--- config.mk ---
export PLATFORM = sky130hd
export DESIGN_NAME = occupancy_fsm
export DESIGN_NICKNAME = d
export VERILOG_FILES = /design/src/rtl/occupancy_fsm.sv
export SDC_FILE = /design/constraint.sdc
export NUM_CORES = 1
export LEC_CHECK = 0
export BUFFER_PORTS_ARGS = -buffer_cell sky130_fd_sc_hd__buf_4
export CORE_MARGIN = 2
export CORE_UTILIZATION = 30
export CTS_BUF_LIST = sky130_fd_sc_hd__clkbuf_4
export CTS_CLUSTER_SIZE = 20
export DETAILED_ROUTE_END_ITERATION = 10
export PLACE_DENSITY_LB_ADDON = 0.1
export SLEW_MARGIN = 20
export SYNTH_ARGS = -nofsm -noshare
export SYNTH_HDL_FRONTEND = slang
export SYNTH_SLANG_ARGS = --single-unit
export TNS_END_PERCENT = 30
--- constraint.sdc ---
create_clock -name CLK -period 5.9 [get_ports CLK]
set_clock_uncertainty 0.15 [all_clocks]
set_input_delay 1.475 -clock CLK [delete_from_list [all_inputs] [get_ports CLK]]
set_output_delay 1.475 -clock CLK [all_outputs]
set_load 0.05 [all_outputs]
--- src/rtl/occupancy_fsm.sv ---
// Two-beam doorway direction decoder with saturating occupancy count.
// Outer beam is SW[1], inner beam is SW[0]; HEX0 shows the last event.
module occupancy_fsm #(
    parameter int CNT_W       = 8,
    parameter int MAX_OCC     = 50,
    parameter int TIMEOUT     = 1000,
    parameter int SYNC_STAGES = 2
) (
    input  logic             CLK,
    input  logic             RST,
    input  logic [1:0]       SW,
    output logic [6:0]       HEX0,
    output logic [CNT_W-1:0] COUNT,
    output logic             LEDG,
    output logic             LEDR,
    output logic             EVT_OUT,
    output logic             REJECT,
    output logic             ABORT
);

    localparam int TW = (TIMEOUT > 1) ? $clog2(TIMEOUT) : 1;
    localparam logic [TW-1:0]    T_LAST = TW'(TIMEOUT - 1);
    localparam logic [CNT_W-1:0] CAP    = CNT_W'(MAX_OCC);

    localparam logic [6:0] GLYPH_BLANK = 7'b1111111;
    localparam logic [6:0] GLYPH_E     = 7'b0000110;
    localparam logic [6:0] GLYPH_F     = 7'b0001110;
    localparam logic [6:0] GLYPH_S     = 7'b0010010;
    localparam logic [6:0] GLYPH_DASH  = 7'b0111111;

    typedef enum logic [2:0] {
        IDLE,
        E1,
        E2,
        E3,
        X1,
        X2,
        X3,
        WAIT_CLR
    } state_t;

    state_t state;
    state_t state_n;

    logic [SYNC_STAGES-1:0][1:0] sync_q;
    logic [1:0]       s;
    logic [1:0]       s_prev;
    logic             changed;
    logic             active;
    logic             timed_out;
    logic [TW-1:0]    tmr;
    logic [TW-1:0]    tmr_n;

    logic             ent_evt;
    logic             ext_evt;
    logic             abt_evt;
    logic             full;
    logic             empty;
    logic [CNT_W-1:0] count_n;
    logic [6:0]       hex_n;
    logic             ledg_n;
    logic             evt_n;
    logic             rej_n;

    assign s       = sync_q[SYNC_STAGES-1];
    assign changed = (s != s_prev);
    assign active  = (state != IDLE) && (state != WAIT_CLR);
    assign full    = (COUNT == CAP);
    assign empty   = (COUNT == '0);

    always_ff @(posedge CLK) begin
        if (RST) begin
            sync_q <= '0;
        end else begin
            sync_q[0] <= SW;
            for (int i = 1; i < SYNC_STAGES; i++) begin
                sync_q[i] <= sync_q[i-1];
            end
        end
    end

    // Passage sequencer: forward walk through the beams, silent back-outs,
    // and any skipped beam pattern treated as an illegal sequence.
    always_comb begin
        state_n = state;
        ent_evt = 1'b0;
        ext_evt = 1'b0;
        abt_evt = 1'b0;
        unique case (state)
            IDLE: begin
                case (s)
                    2'b10: state_n = E1;
                    2'b01: state_n = X1;
                    2'b11: begin
                        state_n = WAIT_CLR;
                        abt_evt = 1'b1;
                    end
                    default: ;
                endcase
            end
            E1: begin
                case (s)
                    2'b11: state_n = E2;
                    2'b00: state_n = IDLE;
                    2'b01: begin
                        state_n = WAIT_CLR;
                        abt_evt = 1'b1;
                    end
                    default: ;
                endcase
            end
            E2: begin
                case (s)
                    2'b01: state_n = E3;
                    2'b10: state_n = E1;
                    2'b00: begin
                        state_n = WAIT_CLR;
                        abt_evt = 1'b1;
                    end
                    default: ;
                endcase
            end
            E3: begin
                case (s)
                    2'b00: begin
                        state_n = IDLE;
                        ent_evt = 1'b1;
                    end
                    2'b11: state_n = E2;
                    2'b10: begin
                        state_n = WAIT_CLR;
                        abt_evt = 1'b1;
                    end
                    default: ;
                endcase
            end
            X1: begin
                case (s)
                    2'b11: state_n = X2;
                    2'b00: state_n = IDLE;
                    2'b10: begin
                        state_n = WAIT_CLR;
                        abt_evt = 1'b1;
                    end
                    default: ;
                endcase
            end
            X2: begin
                case (s)
                    2'b10: state_n = X3;
                    2'b01: state_n = X1;
                    2'b00: begin
                        state_n = WAIT_CLR;
                        abt_evt = 1'b1;
                    end
                    default: ;
                endcase
            end
            X3: begin
                case (s)
                    2'b00: begin
                        state_n = IDLE;
                        ext_evt = 1'b1;
                    end
                    2'b11: state_n = X2;
                    2'b01: begin
                        state_n = WAIT_CLR;
                        abt_evt = 1'b1;
                    end
                    default: ;
                endcase
            end
            WAIT_CLR: begin
                if (s == 2'b00) state_n = IDLE;
            end
            default: state_n = IDLE;
        endcase

        // A sensor change in this cycle always takes priority over the timeout.
        timed_out = active && !changed && (tmr == T_LAST);
        if (timed_out) begin
            state_n = (s == 2'b00) ? IDLE : WAIT_CLR;
            ent_evt = 1'b0;
            ext_evt = 1'b0;
            abt_evt = 1'b1;
        end

        if (!active || changed || timed_out) begin
            tmr_n = '0;
        end else begin
            tmr_n = tmr + 1'b1;
        end
    end

    always_comb begin
        count_n = COUNT;
        hex_n   = HEX0;
        ledg_n  = 1'b0;
        evt_n   = 1'b0;
        rej_n   = 1'b0;
        if (ent_evt) begin
            if (full) begin
                rej_n = 1'b1;
                hex_n = GLYPH_F;
            end else begin
                count_n = COUNT + 1'b1;
                ledg_n  = 1'b1;
                hex_n   = GLYPH_E;
            end
        end
        if (ext_evt) begin
            if (empty) begin
                rej_n = 1'b1;
                hex_n = GLYPH_F;
            end else begin
                count_n = COUNT - 1'b1;
                evt_n   = 1'b1;
                hex_n   = GLYPH_S;
            end
        end
        if (abt_evt) begin
            hex_n = GLYPH_DASH;
        end
    end

    always_ff @(posedge CLK) begin
        if (RST) begin
            state   <= IDLE;
            s_prev  <= 2'b00;
            tmr     <= '0;
            COUNT   <= '0;
            HEX0    <= GLYPH_BLANK;
            LEDG    <= 1'b0;
            LEDR    <= 1'b0;
            EVT_OUT <= 1'b0;
            REJECT  <= 1'b0;
            ABORT   <= 1'b0;
        end else begin
            state   <= state_n;
            s_prev  <= s;
            tmr     <= tmr_n;
            COUNT   <= count_n;
            HEX0    <= hex_n;
            LEDG    <= ledg_n;
            LEDR    <= (count_n == CAP);
            EVT_OUT <= evt_n;
            REJECT  <= rej_n;
            ABORT   <= abt_evt;
        end
    end

endmodule
==> reports/metrics.sh <==
ROUTEDWLPERCELL_UM=14.8
NUMBER_OF_BUFFERS_INSERTED_FOR_HOLD_REPAIR_AFTER_CLOCK_TREE_SYNTHESIS=0
CRITICAL_PATH.N_BUFFERS_INVERTERS=1
DIE-HEIGHT_UM=92.8
GP_ROUTABILITY_CONGESTION=0.758
SYN-INSTANCE-COUNT=286
CRITICAL_PATH_ARRIVAL_NS=3.08
ANTENNA-DIODE-COUNT=0
HOLD_VIOL=0
CTS.PATH.MAX_BUFFERS=2
FINALCOREUTILIZATION_PCT=34.7
MIN_PERIOD_OVER_PERIOD_PCT=50.1
MAX_CAP_VIOL_COUNT=0
FIRST_PASS_GRT_WIRE_LENGTH_UM=10100
CRIT_PATH_MAX_FANOUT=12
FIRST_GLOBAL_VIAS=1948
FILLERINSTANCES=846
WORST_IR_DROP_VDD_mV=0.0977
CRITICAL_PATH_DEPTH=8
WORST-SLEW-PIN-TRANSITION_NS=0.726
PORTS=24
CTS_BUFFERS=5
TIMING.CRITICAL_PATH.MAX_DELAY_FAMILY='simple AND/OR/NAND/NOR gates'
LAYOUT.CELLS.MOST_COMMON_LIST='dfxtp_1 (37), nor2_1 (27), nand2_1 (25)'
CORE_MM2=0.00769
HTREEDEPTH=2
WORST_R2R_PATH_DEPTH=8
LAYOUTNONFILLERINSTCOUNT=400
CTS_TREE='yes'
LAYOUT.CELL_AREA.NON_FILLER_MM2=0.00267
DP.CELLS=392
CRITPATHCAPTURETYPE='flip-flop'
POSTLAYOUTSETUPSLACKWORST_NS=2.95
WORSTSKEWPAIRLATENCY_NS=0.35
CRIT_PATH_START_KIND='flip-flop'
POSTCTSSETUPBUFFERS=0
CPMAXSTAGEDELAYCELL='nor4b_1'
CTSRESIZECOUNT=0
CLOCK-SINKS=37
MAXSLEWHEADROOM_PCT=51.5
POST_PLACEMENT_CELL_AREA_MM2=0.00257
DETAIL_ROUTE.VIAS_PER_CELL=5.27
ROOT_BUFFER='clkbuf_4'
GLOBALROUTE.TOTALOVERFLOW=0
STARTING_DENSITY_OF_THE_CORE_PCT=30.8
CLOCK.FMAX_GHz=0.339
SYNTH_ENABLE_FLOP_CELLS=0
MOSTFREQUENTLAYOUTCELL='dfxtp_1'
GRT_START_MAX_NET_PINS=25
MET2_LENGTH_UM=2520
POST_SYNTHESIS_SEQUENTIAL_AREA_RATIO_PCT=31.3
CELLLEAKAGEPOWER_nW=0.970
ROUTED_WL_UM=5930
AREA_DELTA_SYNTH_FINAL_PCT=12.8
NUMBER_OF_ANTENNA_VIOLATIONS_AT_THE_FIRST_CHECK_IN_GLOBAL_ROUTING=0
FIN_NETS=314
DRTPASS1ITERATIONS=5
GRT_USAGE_PCT=14.5
DRC=0
WORST-ENDPOINT-REQUIRED_NS=6.02
DETAILROUTE.VIA_COUNT=2106
YS_TYPES=62
LAYOUT_MIN_CYCLE_TIME_NS=2.95
SYNTH.FF_LATCH_COUNT=37
PORTBUFFERS=22
CHIPWIDTH_UM=92.8
RSZ_0062_RAISED_AFTER_GLOBAL_ROUTING='no'
CRIT_PATH_CELL_TRACE='inv_1 > ha_1 > nand3b_1 > nor4b_1 > o21a_1 > o2111a_1 > o32ai_1 > nor4b_2'
SYNTHESIS.AREA_MM2=0.00237
ROWS=32
FINAL_LAYOUT_SIZE_SUFFIX_GT1_SHARE_PCT=15.4
WORST_SETUP_HOLD_PATH_CLK_SLEW_NS=0.12
DIE_AREA_MM2=0.00862
SYNTH.YOSYS.WARNINGS=0
CRITICAL-PATH-MAX-STAGE-DELAY_NS=0.64
ANT_NETS=0
OUTCOME='completed'
HIGHEST_ROUTED_METAL_LAYER='met4'
FIRST_ITER_VIOLATIONS=197
ASYNC_RESET_FF_SHARE_PCT=0
PRE_CTS_WS_NS=3.01
CELL_DEPTH_OF_THE_WORST_MIN_DELAY_PATH=1
COUNT_OF_FINAL_MAX_SLEW_CHECK_FAILURES=0
ROUTE.LAYER.MET1.WL_UM=3060
SYNTH_TOP_FLOP_CELL='dfxtp_1'
PWRDENS_mW_PER_MM2=220
SETUP_TOTAL_NEGATIVE_SLACK_NS=0
MIN_PATH_TYPE='flip-flop to flip-flop'
POSTSYNTHAREAPERCELL_UM2=8.28
DR_WL_MET3_UM=246
FINAL-SETUP-VIOL-COUNT=0
HPWLAFTERDP_UM=4180
SYNTH_FP_NETS=303
WORST-SETUP-PATH-TYPE='flip-flop to flip-flop'
==> cell families (layout without fill, tap and decap cells) <==
logic type,Yosys count,after routing,synth area share [%]
simple gates,125,125,29.8
compound gates,64,64,18.7
flops,37,37,31.3
buf+inv,29,41,5.60
fa+ha+maj,13,13,6.87
xor+xnor,12,12,4.44
mux,5,5,3.17
other cells,1,1,0.158
==> where the power goes <==
| part | internal [mW] | leakage (nW) | switching, mW |
|---|---|---|---|
| combinational | 0.0356 | 0.616 | 0.0542 |
| clock | 0.131 | 0.0552 | 0.0937 |
| sequential | 0.257 | 0.300 | 0.0164 |
| total | 0.424 | 0.970 | 0.164 |
==> final timing paths <==
| path | startpoint | to | slack [ns] |
|---|---|---|---|
| worst max-delay path | s[0] | LEDR | 2.95 |
| worst min-delay path | sync_q[0] | s[0] | 0.30 |
| worst max register to register | s[0] | LEDR | 2.95 |
| worst min register to register | sync_q[0] | s[0] | 0.30 |
==> routing by layer <==
layer	vias to the layer above	global-route usage (%)
met5	-	0
met4	0	4.53
met3	9	2.77
met2	43	20.9
met1	997	21.6
li1	1057	-
==> registers in the layout, summed over array words and instances (netlist names) <==
register,flops
ABORT,1
COUNT,8
EVT_OUT,1
HEX0,5
LEDG,1
LEDR,1
REJECT,1
s,2
s_prev,2
state,3
sync_q,2
tmr,10
==> cell type report <==
class / instances / area [um^2] / area share (%)
clock buffers: 5 / 37.5 / 1.41
well taps: 102 / 128 / 4.78
inverters: 11 / 41.3 / 1.55
repair buffers: 22 / 165 / 6.18
flip-flops and latches: 37 / 741 / 27.7
clock inverters: 3 / 65.1 / 2.44
multi-input cells: 220 / 1490 / 55.9
==> cells in the mapped netlist, types with 3 or more instances <==
cell type,instances,area [um^2]
or3_1,6,37.5
nand3b_1,4,30.0
o211ai_1,4,30.0
nand2_1,25,93.8
or3b_2,3,26.3
o21ai_0,13,65.1
xnor2_1,6,52.6
nand4_1,4,25.0
nand3_1,11,55.1
mux2i_1,3,30.0
ha_1,13,163
nor2b_1,5,31.3
dfxtp_1,37,741
and3_1,3,18.8
nor3_1,10,50.1
a211oi_1,3,22.5
nand2b_1,3,18.8
nor4_1,3,18.8
a21o_1,4,30.0
a21oi_1,17,85.1
or4_1,4,30.0
clkbuf_1,12,45.0
inv_1,10,37.5
nor2_1,27,101
xor2_1,6,52.6
==> metrics by stage <==
step	total power [mW]	hold slack, ns
final	0.588	0.299
after global routing	0.620	0.310
after CTS	0.596	0.301
after detailed placement	0.368	0.274
after global placement	0.369	0.269
after floorplan	0.346	0.264
Note: power is estimated with default switching activity, not from simulation.
